`src/rtl/uart_tx_periph.sv`:
```
// Bus-mapped UART transmitter: TX FIFO, status/overflow, programmable baud divisor, 8N1 framing.
// Define UART_TX_PARITY_EN to add an even-parity bit after data bit 7 (8E1, 11-bit frame).
`timescale 1ns/1ps

module uart_tx_periph #(
  parameter int unsigned FIFO_DEPTH   = 8,
  parameter int unsigned BAUD_DIV_RST = 868
) (
  input  logic        clk,
  input  logic        reset,
  input  logic        sel,
  input  logic        busWe,
  input  logic [31:0] busAddr,
  input  logic [31:0] busWData,
  output logic [31:0] busRData,
  output logic        tx,
  output logic        irq
);

  localparam int unsigned PtrW     = (FIFO_DEPTH > 1) ? $clog2(FIFO_DEPTH) : 1;
  localparam logic [4:0]  DepthCnt = 5'(FIFO_DEPTH);

  typedef enum logic [2:0] {
    StIdle,
    StStart,
    StData,
`ifdef UART_TX_PARITY_EN
    StParity,
`endif
    StStop
  } state_e;

  state_e            state_q, state_d;
  logic [15:0]       cnt_q, cnt_d;
  logic [2:0]        bit_idx_q, bit_idx_d;
  logic [7:0]        shreg_q, shreg_d;
  logic [15:0]       frame_div_q, frame_div_d;
  logic [15:0]       div_q, div_d;
  logic              ovf_q, ovf_d;
  logic [4:0]        count_q, count_d;
  logic [PtrW-1:0]   wr_ptr_q, wr_ptr_d;
  logic [PtrW-1:0]   rd_ptr_q, rd_ptr_d;
`ifdef UART_TX_PARITY_EN
  logic              parity_q, parity_d;
`endif

  logic [7:0]        fifo_mem [FIFO_DEPTH];
  logic [7:0]        fifo_head;
  logic [1:0]        reg_sel;
  logic              wr_data, wr_status, wr_div;
  logic              empty, full, busy;
  logic              push, pop, ovf_set;
  logic              bit_end;
  logic [15:0]       eff_div;
  logic              unused_bits;

  assign reg_sel   = busAddr[3:2];
  assign wr_data   = sel && busWe && (reg_sel == 2'd0);
  assign wr_status = sel && busWe && (reg_sel == 2'd1);
  assign wr_div    = sel && busWe && (reg_sel == 2'd2);

  assign empty     = (count_q == 5'd0);
  assign full      = (count_q == DepthCnt);
  assign busy      = (state_q != StIdle);
  assign irq       = empty && !busy;
  assign fifo_head = fifo_mem[rd_ptr_q];
  assign eff_div   = (div_q == 16'd0) ? 16'd1 : div_q;
  assign bit_end   = (cnt_q == (frame_div_q - 16'd1));

  assign unused_bits = ^{busAddr[31:4], busAddr[1:0], busWData[31:16]};

  // A write into a full FIFO is still taken when the shifter pops in the same cycle.
  assign push    = wr_data && (!full || pop);
  assign ovf_set = wr_data && full && !pop;

  always_comb begin
    count_d  = count_q + {4'b0, push} - {4'b0, pop};
    wr_ptr_d = push ? wr_ptr_q + PtrW'(1) : wr_ptr_q;
    rd_ptr_d = pop ? rd_ptr_q + PtrW'(1) : rd_ptr_q;
    div_d    = wr_div ? busWData[15:0] : div_q;
    ovf_d    = ovf_q;
    if (ovf_set) begin
      ovf_d = 1'b1;
    end else if (wr_status && busWData[3]) begin
      ovf_d = 1'b0;
    end
  end

  always_comb begin
    state_d     = state_q;
    cnt_d       = cnt_q;
    bit_idx_d   = bit_idx_q;
    shreg_d     = shreg_q;
    frame_div_d = frame_div_q;
    pop         = 1'b0;
`ifdef UART_TX_PARITY_EN
    parity_d    = parity_q;
`endif
    unique case (state_q)
      StIdle: begin
        cnt_d = '0;
        if (!empty) pop = 1'b1;
      end
      StStart: begin
        if (bit_end) begin
          cnt_d     = '0;
          bit_idx_d = '0;
          state_d   = StData;
        end else begin
          cnt_d = cnt_q + 16'd1;
        end
      end
      StData: begin
        if (bit_end) begin
          cnt_d   = '0;
          shreg_d = {1'b0, shreg_q[7:1]};
          if (bit_idx_q == 3'd7) begin
`ifdef UART_TX_PARITY_EN
            state_d = StParity;
`else
            state_d = StStop;
`endif
          end else begin
            bit_idx_d = bit_idx_q + 3'd1;
          end
        end else begin
          cnt_d = cnt_q + 16'd1;
        end
      end
`ifdef UART_TX_PARITY_EN
      StParity: begin
        if (bit_end) begin
          cnt_d   = '0;
          state_d = StStop;
        end else begin
          cnt_d = cnt_q + 16'd1;
        end
      end
`endif
      StStop: begin
        if (bit_end) begin
          cnt_d = '0;
          if (empty) state_d = StIdle;
          else       pop     = 1'b1;
        end else begin
          cnt_d = cnt_q + 16'd1;
        end
      end
      default: state_d = StIdle;
    endcase
    // Frame start: the divisor is latched here so later DIV writes only affect the next frame.
    if (pop) begin
      state_d     = StStart;
      cnt_d       = '0;
      shreg_d     = fifo_head;
      frame_div_d = eff_div;
`ifdef UART_TX_PARITY_EN
      parity_d    = ^fifo_head;
`endif
    end
  end

  always_comb begin
    unique case (state_q)
      StStart:  tx = 1'b0;
      StData:   tx = shreg_q[0];
`ifdef UART_TX_PARITY_EN
      StParity: tx = parity_q;
`endif
      default:  tx = 1'b1;
    endcase
  end

  always_comb begin
    busRData = '0;
    if (sel) begin
      case (reg_sel)
        2'd1:    busRData = {23'b0, count_q, ovf_q, busy, empty, full};
        2'd2:    busRData = {16'b0, div_q};
        default: busRData = '0;
      endcase
    end
  end

  always_ff @(posedge clk) begin
    if (push) fifo_mem[wr_ptr_q] <= busWData[7:0];
  end

  always_ff @(posedge clk) begin
    if (!reset) begin
      state_q     <= StIdle;
      cnt_q       <= '0;
      bit_idx_q   <= '0;
      shreg_q     <= '0;
      frame_div_q <= 16'd1;
      div_q       <= 16'(BAUD_DIV_RST);
      ovf_q       <= 1'b0;
      count_q     <= '0;
      wr_ptr_q    <= '0;
      rd_ptr_q    <= '0;
`ifdef UART_TX_PARITY_EN
      parity_q    <= 1'b0;
`endif
    end else begin
      state_q     <= state_d;
      cnt_q       <= cnt_d;
      bit_idx_q   <= bit_idx_d;
      shreg_q     <= shreg_d;
      frame_div_q <= frame_div_d;
      div_q       <= div_d;
      ovf_q       <= ovf_d;
      count_q     <= count_d;
      wr_ptr_q    <= wr_ptr_d;
      rd_ptr_q    <= rd_ptr_d;
`ifdef UART_TX_PARITY_EN
      parity_q    <= parity_d;
`endif
    end
  end

endmodule

```
`config.mk`:
```
export PLATFORM = sky130hd
export DESIGN_NAME = uart_tx_periph
export DESIGN_NICKNAME = d
export VERILOG_FILES = /design/src/rtl/uart_tx_periph.sv
export SDC_FILE = /design/constraint.sdc
export NUM_CORES = 1
export LEC_CHECK = 0
export BUFFER_PORTS_ARGS = -buffer_cell sky130_fd_sc_hd__buf_2
export CORE_MARGIN = 2
export CORE_UTILIZATION = 25
export CTS_BUF_LIST = sky130_fd_sc_hd__clkbuf_4 sky130_fd_sc_hd__clkbuf_8
export CTS_CLUSTER_SIZE = 14
export DETAILED_ROUTE_END_ITERATION = 12
export REMOVE_ABC_BUFFERS = 1
export SLEW_MARGIN = 20
export SYNTH_ARGS = -nofsm -noshare
export SYNTH_HDL_FRONTEND = slang
export SYNTH_SLANG_ARGS = --single-unit
```
`constraint.sdc`:
```
create_clock -name clk -period 3.8 [get_ports clk]
set_input_delay 0.19 -clock clk [delete_from_list [all_inputs] [get_ports clk]]
set_output_delay 0.19 -clock clk [all_outputs]
set_load 0.1 [all_outputs]
```
==> results of run 1 <==
==> cell usage after synthesis (all sizes together), types with 3 or more instances <==
library cell | n | share of area [%]
nor3 | 15 | 1.1
buf | 24 | 2.3
inv | 15 | 0.79
ha | 20 | 3.5
or3 | 7 | 0.69
nand3 | 32 | 2.3
a31oi | 3 | 0.26
and4b | 3 | 0.42
nor4 | 14 | 1.3
dfxtp | 76 | 21
o211ai | 4 | 0.49
a311oi | 6 | 0.74
a22oi | 7 | 0.74
mux2i | 4 | 0.56
a21oi | 59 | 4.2
nor2 | 30 | 1.6
nand2 | 70 | 3.7
and3 | 19 | 1.7
edfxtp | 64 | 27
o2111a | 3 | 0.48
nand4 | 9 | 0.79
xnor2 | 14 | 1.7
xor2 | 8 | 0.99
nor3b | 15 | 1.6
o211a | 4 | 0.56
o21ai | 49 | 3.5
and2 | 6 | 0.53
mux2 | 8 | 1.3
or4 | 3 | 0.37
clkbuf | 42 | 2.2
nand2b | 7 | 0.62
mux4 | 16 | 5.1
a211o | 4 | 0.49
==> logic make-up (layout without fill, tap and decap cells) <==
logic type / count (synthesis) / in the layout / share of synthesized area, %
AOI/OAI and AO/OA: 161 / 161 / 14.4
xor gates and xnor gates: 22 / 22 / 2.72
adders and majority gates: 21 / 21 / 3.81
buffers and inverters: 81 / 121 / 5.28
DFF: 140 / 140 / 48.6
muxes: 28 / 28 / 6.92
other: 1 / 16 / 0.0529
and+or+nand+nor: 243 / 243 / 18.3
==> registers in the layout, summed over array words and instances, names as in the netlist, named ones only <==
signal and count:
bit_idx_q 3, cnt_q 16, count_q 5, div_q 16
fifo_mem 64, frame_div_q 16, ovf_q 1, rd_ptr_q 3
shreg_q 8, state_q 2, wr_ptr_q 3
==> routing by layer <==
metal	vias to the layer above	share of wire [%]
li1	2652	-
met1	2670	47
met2	151	47
met3	21	4.2
met4	0	1.8
met5	-	0
==> power by group through the flow <==
| stage | Sequential (W) | Combinational [W] | Clock (W) |
|---|---|---|---|
| 2_1_floorplan | 0.00186 | 0.00136 | 0 |
| 6_report | 0.00183 | 0.00197 | 0.00122 |
| 3_5_place_dp | 0.00187 | 0.00191 | 0 |
| 3_3_place_gp | 0.00186 | 0.00189 | 0 |
| 5_1_grt | 0.00185 | 0.00217 | 0.00130 |
| 4_1_cts | 0.00183 | 0.00193 | 0.00125 |
==> metrics by stage <==
| stage | cell area (um2) | instances | utilization (%) | worst slack, ns |
|---|---|---|---|---|
| finish | 8230 | 1130 | 29.5 | 0.0927 |
| global route | 8230 | 1130 | 29.5 | -0.0603 |
| CTS | 8180 | 1128 | 29.4 | 0.0163 |
| detailed placement | 7690 | 1088 | 27.6 | -0.0712 |
| global placement | 7690 | 1088 | 27.6 | -0.0243 |
| floorplan | 6830 | 646 | - | -0.979 |
==> worst max path at each step <==
stage | startpoint | end | slack, ns | depth (start not counted)
finish | frame_div_q[1] | count_q[4] | 0.09 | 15
global route | frame_div_q[1] | count_q[4] | -0.06 | 15
CTS | frame_div_q[1] | count_q[4] | 0.02 | 15
detailed placement | frame_div_q[0] | count_q[4] | -0.07 | 16
global placement | frame_div_q[0] | count_q[4] | -0.02 | 16
floorplan | frame_div_q[0] | fifo_mem[1][0] | -0.98 | 9
==> area by class of cell <==
cell class / count / area (um2) / share of cell area [%]
Inverter: 15 / 56.3 / 0.684
Timing Repair Buffer: 74 / 478 / 5.81
Multi-Input combinational cell: 491 / 3370 / 41.0
Clock inverter: 12 / 141 / 1.72
Clock buffer: 20 / 263 / 3.19
Tap cell: 378 / 473 / 5.75
Sequential cell: 140 / 3440 / 41.9
==> critical path, cell delays in order, from the launching register on <==
cell and delay (ns):
dfxtp_2 0.33, inv_1 0.05, ha_1 0.14, or4b_4 0.46
or3_4 0.35, a2111oi_4 0.42, o211a_1 0.23, and4_4 0.24
or3_4 0.13, o21ai_1 0.06, ha_2 0.21, fa_2 0.36
a21oi_2 0.14, nor2_1 0.06, or3_1 0.34, a21oi_1 0.13
==> repair_timing <==
action | CTS | global route
endpoints found under the hold margin | 8 | 0
hold buffers | 8 | 0
gates resized for setup | 1 | 10
pin swaps | 1 | 3
buffers inserted | 0 | 2
setup endpoints to repair | 1 | 1
==> summary.txt, run 1 <==
Clock network
  – CTS sink count: 140
  – Worst-path clk slew: around 0.080 ns
  – CTS tree: done
  – Clk_lat worst skew: about 0.45 ns
  – Root Driver: clkbuf_8
  – Num CTS Buffers: 17
  – CTS max path bufs: 2
  – CTS H-tree lvls: 4

Setup path
  – Critical path capture point type: flop
  – Worst r2r dst: count_q[4]
  – Critical Path Source Type: flop
  – Worst-path fanout max: 3
  – Worst Reg2Reg Path Length in Cells: 15
  – R2R Setup Slk: a little over 0.09 ns
  – Worst r2r src: frame_div_q[1]
  – CP arrival: about 4.1 ns
  – Worst endpoint required time: 4.18 ns
  – Critical path class: reg -> reg

Timing
  – Rel. slew slack: a little under half
  – Final setup vio count: 0
  – FMAX: about 0.27 GHz
  – Fin. max-slew vios: 0
  – Clock Skews: between 0.01 and 0.015 ns
  – Final hold vios: 0
  – Final Cycle Share: between 90 and 100%
  – Fin crit period: between 3 and 4 ns
  – Slew @ Worst Pin: around 0.8 ns
  – Final hold slack: 0.0453 ns
  – Setup TNS: 0 ns
  – RSZ-0062 raised after global routing: yes

Synth
  – Yosys warns: 0
  – Mapped Area: approximately 0.0071 mm2
  – Syn avg cell area: slightly above 10 um2
  – Synthesized flop and latch total: 140
  – Synth async-reset ratio: 0%
  – Seq/Total Area, Yosys: roughly half
  – Top FF cell, synth: dfxtp_1
  – Synth Instances: 697
  – Number of flops mapped to enable cells by yosys: 64
  – Synth cell types: roughly 70

Detailed routing
  – Vias/cell: slightly below 5
  – Remaining DRCs: 0
  – Routed Antenna Nets: 0
  – Average wire per standard cell: approximately 15 um
  – DRT Pass-1 Iters: 5
  – Initial drt markers: about 350
  – Routed WL: 17.1 mm
  – Vias: 5,494

Global route
  – Pin count of the biggest net entering global routing: 34
  – Total GRT Usage: 12.0%
  – Grt ovf: 0
  – Met3 Use GR: roughly 2.4%
  – GR peak layer: met2
  – First-pass GRT wire length: ~28 mm
  – Initial antenna violation count: 0
  – Grt met1 use: between 10% and 20%
  – Number of global-route vias before repair: 5,222
  – Met2 GRT Util: between 15 and 20%

Min path
  – Hold EP: fifo_mem[4][6]
  – HP Start: busWData[6]
  – Hold crit path type: in -> reg
  – Hold path depth: 1

Place
  – Routability cong.: between 0.8 and 0.9
  – DP Wirelength: between 10 and 15 mm
  – PortBufs: 39

Power and ir drop
  – NetSw: 0.00194 W
  – Reg power frac: between 30% and 40%
  – Clock share of power: about 24%
  – Switching fraction of total power: ~39%
  – Lkg Pwr: about 2.9 nW
  – Tot Pwr: 0.00503 W
  – Combinational power share: between 30% and 40%
  – Pwr Density: 611 mW/mm2
  – Internal power: slightly above 0.003 W
  – Worst vdd ir: around 0.4 mV

Flow run
  – Max-cap violations: 0

Die
  – DIE AREA: roughly 0.03 mm2
  – Die width: 172 um
  – Core area: roughly 0.028 mm2
  – Num ports: between 100 and 150
  – Initial Utilization: 25.4%
  – Row count: between 60 and 70
  – Die height: between 150 and 200 um

Cells and area
  – # fillers: 2,912
  – ANT cells: 0
  – Commonest non-fill, non-tap cells in the layout: dfxtp_1 (75), nand2_1 (70), edfxtp_1 (64)
  – Layout area overhead: 16.1%
  – Final nets: between 800 and 900
  – Most common cell after layout, fill and taps aside: dfxtp_1
  – Share of cells above drive strength 1: between 10% and 20%

Run status
  – Status: finished, final reports clean
Note: power is estimated with default switching activity, not from simulation.
==> inputs of run 2 (changes only) <==
==> constraint.sdc (replaced) <==
create_clock -name clk -period 2.98 [get_ports clk]
set_input_delay 0.149 -clock clk [delete_from_list [all_inputs] [get_ports clk]]
set_output_delay 0.149 -clock clk [all_outputs]
set_load 0.1 [all_outputs]
==> run 2 against run 1 <==
  * The flow now finishes with violations (negative setup slack)
  * Die area unchanged
  * Register-to-register slack worse by 0.66 ns
  * Clock skew increased by 0.0021 ns
  * First-iteration DRC count up 30%
  * Worst hold slack got worse by 0.031 ns
  * Critical endpoint unchanged
  * Highest routed layer unchanged
==> summary.txt, run 2 (synthesis gave the netlist of run 1 again) <==
Timing
  – Final hold vios: 0
  – Slew @ Worst Pin: between 0.8 and 0.9 ns
  – Clock Skews: approximately 0.016 ns
  – FMAX: approximately 0.28 GHz
  – Fin. max-slew vios: 0
  – Setup TNS: -13.17 ns
  – Final Cycle Share: 119%
  – Rel. slew slack: 43.2%
  – Setup ws final: -0.572 ns
  – Fin crit period: between 3 and 4 ns
  – Final setup vio count: 96
  – RSZ-0062 raised after global routing: yes

Setup path
  – Worst endpoint required time: 3.37 ns
  – Max incr delay on CP: between 0.4 and 0.5 ns
  – R2R Setup Slk: -0.57 ns
  – Worst r2r dst: count_q[4]
  – Critical Path Source Type: flop
  – Worst Reg2Reg Path Length in Cells: 15
  – CP arrival: 3.94 ns
  – Worst path cell trace: inv_2 -> ha_4 -> or4b_4 -> or3_4 -> a2111oi_4 -> o211a_1 -> and4_4 -> or3_4 -> o21ai_2 -> ha_2 -> fa_2 -> a21oi_1 -> nor2_1 -> or3_1 -> a21oi_2
  – CP most frequent cell: or3_4
  – Critical path capture point type: flop
  – Worst-path fanout max: 2
  – Worst r2r src: frame_div_q[0]
  – CP max stage cell: or4b_4
  – Critical path class: reg -> reg

Place
  – Placed Cells: approximately 1,200
  – DP Wirelength: ~13 mm
  – Placed inst area: ~0.0083 mm2
  – PortBufs: 39
  – Routability cong.: between 0.8 and 0.9

Min path
  – Hold path depth: 1
  – HP Start: busWData[5]
  – Hold crit path type: in -> reg
  – Hold EP: fifo_mem[1][5]

Flow run
  – Max-cap violations: 0

Clock network
  – Worst-path clk slew: 0.09 ns
  – CTS H-tree lvls: 4
  – CTS tree: done
  – Num CTS Buffers: 17
  – Clk_lat worst skew: 0.46 ns
  – CTS sink count: 140
  – Root Driver: clkbuf_8
  – CTS max path bufs: 2

Cells and area
  – Largest Register: fifo_mem
  – Most common cell after layout, fill and taps aside: buf_4
  – Non-filler cells, final: 1,212
  – # fillers: roughly 2,800
  – Layout area overhead: 29.9%
  – ANT cells: 0
  – Share of cells above drive strength 1: approximately 31%
  – Final nets: 910
  – Final Cell Area: between 0.009 and 0.01 mm2
  – Max reg flops: 64
  – Commonest non-fill, non-tap cells in the layout: buf_4 (88), dfxtp_1 (74), nand2_1 (69)

Detailed routing
  – Routed Antenna Nets: 0
  – Average wire per standard cell: 15.1 um
  – Initial drt markers: between 400 and 500
  – Vias/cell: between 4 and 5
  – Remaining DRCs: 0
  – Routed WL: 18.3 mm
  – Vias: between 5,000 and 6,000
  – DRT Pass-1 Iters: 5

Global route
  – First-pass GRT wire length: between 20 and 30 mm
  – Initial antenna violation count: 0
  – Grt ovf: 0
  – Total GRT Usage: 12.8%
  – Number of global-route vias before repair: about 5,700
  – Pin count of the biggest net entering global routing: 29

Die
  – Core area: roughly 0.028 mm2
  – DIE AREA: just under 0.03 mm2
  – Die height: 172 um
  – Die width: around 170 um
  – Initial Utilization: about 25%
  – Row count: ~60
  – Num ports: a little over 100

Power and ir drop
  – Worst vdd ir: 0.545 mV
  – Pwr Density: a little under 800 mW/mm2
  – Lkg Pwr: around 3.4 nW

Run status
  – Failing checks: negative setup slack
  – Status: finished, violations left
run 2: changes by cell type in the layout (fill, tap and decap cells not counted), moves of 3 or more:
cell	change
a21oi_1	-6
a21oi_2	+6
nor4_2	-3
buf_12	+8
o21ai_1	-21
inv_8	+8
o21ai_4	+3
buf_6	+7
buf_4	+61
o21ai_2	+18
dlygate4sd3_1	+3
run 2: where the power goes:
group	total [W]	leakage [nW]	internal (W)	switching [W]
combinational	0.00337	2.01	0.00152	0.00185
sequential	0.00231	1.20	0.00217	0.000148
clock	0.00158	0.202	0.000711	0.000871
run 2: metal layers:
layer,vias up,wire length [um],track usage (%)
met1,2860,8660,17.2
met4,0,224,3.80
met2,153,8610,20.8
met3,16,805,2.63
met5,-,0,0
li1,2821,-,-
run 2: cell type report:
type | instances | area, um2 | share of cell area, %
Timing Repair Buffer | 156 | 1260 | 13.7
Clock inverter | 15 | 170 | 1.85
Inverter | 15 | 56.3 | 0.612
Clock buffer | 17 | 234 | 2.54
Multi-Input combinational cell | 491 | 3560 | 38.7
Tap cell | 378 | 473 | 5.14
Sequential cell | 140 | 3450 | 37.4
run 2: critical path: cells and delay by family, from the launching register on:
family                     cells  cell delay [ns]
adders and majority gates      3             0.66
buffers and inverters          1             0.06
DFF                            1             0.33
and+or+nand+nor                6             1.57
AOI/OAI and AO/OA              5             0.85
run 2: metrics by stage:
step | utilization (%) | hold WS (ns) | setup WS [ns] | total power [W]
after floorplan | - | 0.221 | -1.80 | 0.00411
after global placement | 29.6 | 0.371 | -0.735 | 0.00512
after detailed placement | 29.6 | 0.362 | -0.836 | 0.00514
after CTS | 32.8 | 0.000965 | -0.580 | 0.00717
after global routing | 33.0 | 0.00749 | -0.696 | 0.00768
final | 33.0 | 0.0143 | -0.572 | 0.00727
run 2: worst max-delay path by stage:
stage	startpoint	end	slack, ns	cells past startpoint
after floorplan	frame_div_q[0]	fifo_mem[1][0]	-1.80	9
after global placement	frame_div_q[0]	count_q[4]	-0.74	15
after detailed placement	frame_div_q[0]	count_q[4]	-0.84	16
after CTS	frame_div_q[0]	count_q[4]	-0.58	15
after global routing	frame_div_q[0]	count_q[4]	-0.70	15
final	frame_div_q[0]	count_q[4]	-0.57	15
run 2: timing repair:
action	4_1_cts	5_1_grt
buffers inserted	11	8
pin swaps	30	25
resized for setup	49	28
hold endpoints to repair	22	0
setup endpoints to repair	97	100
gates cloned	3	0
hold buffers	11	0
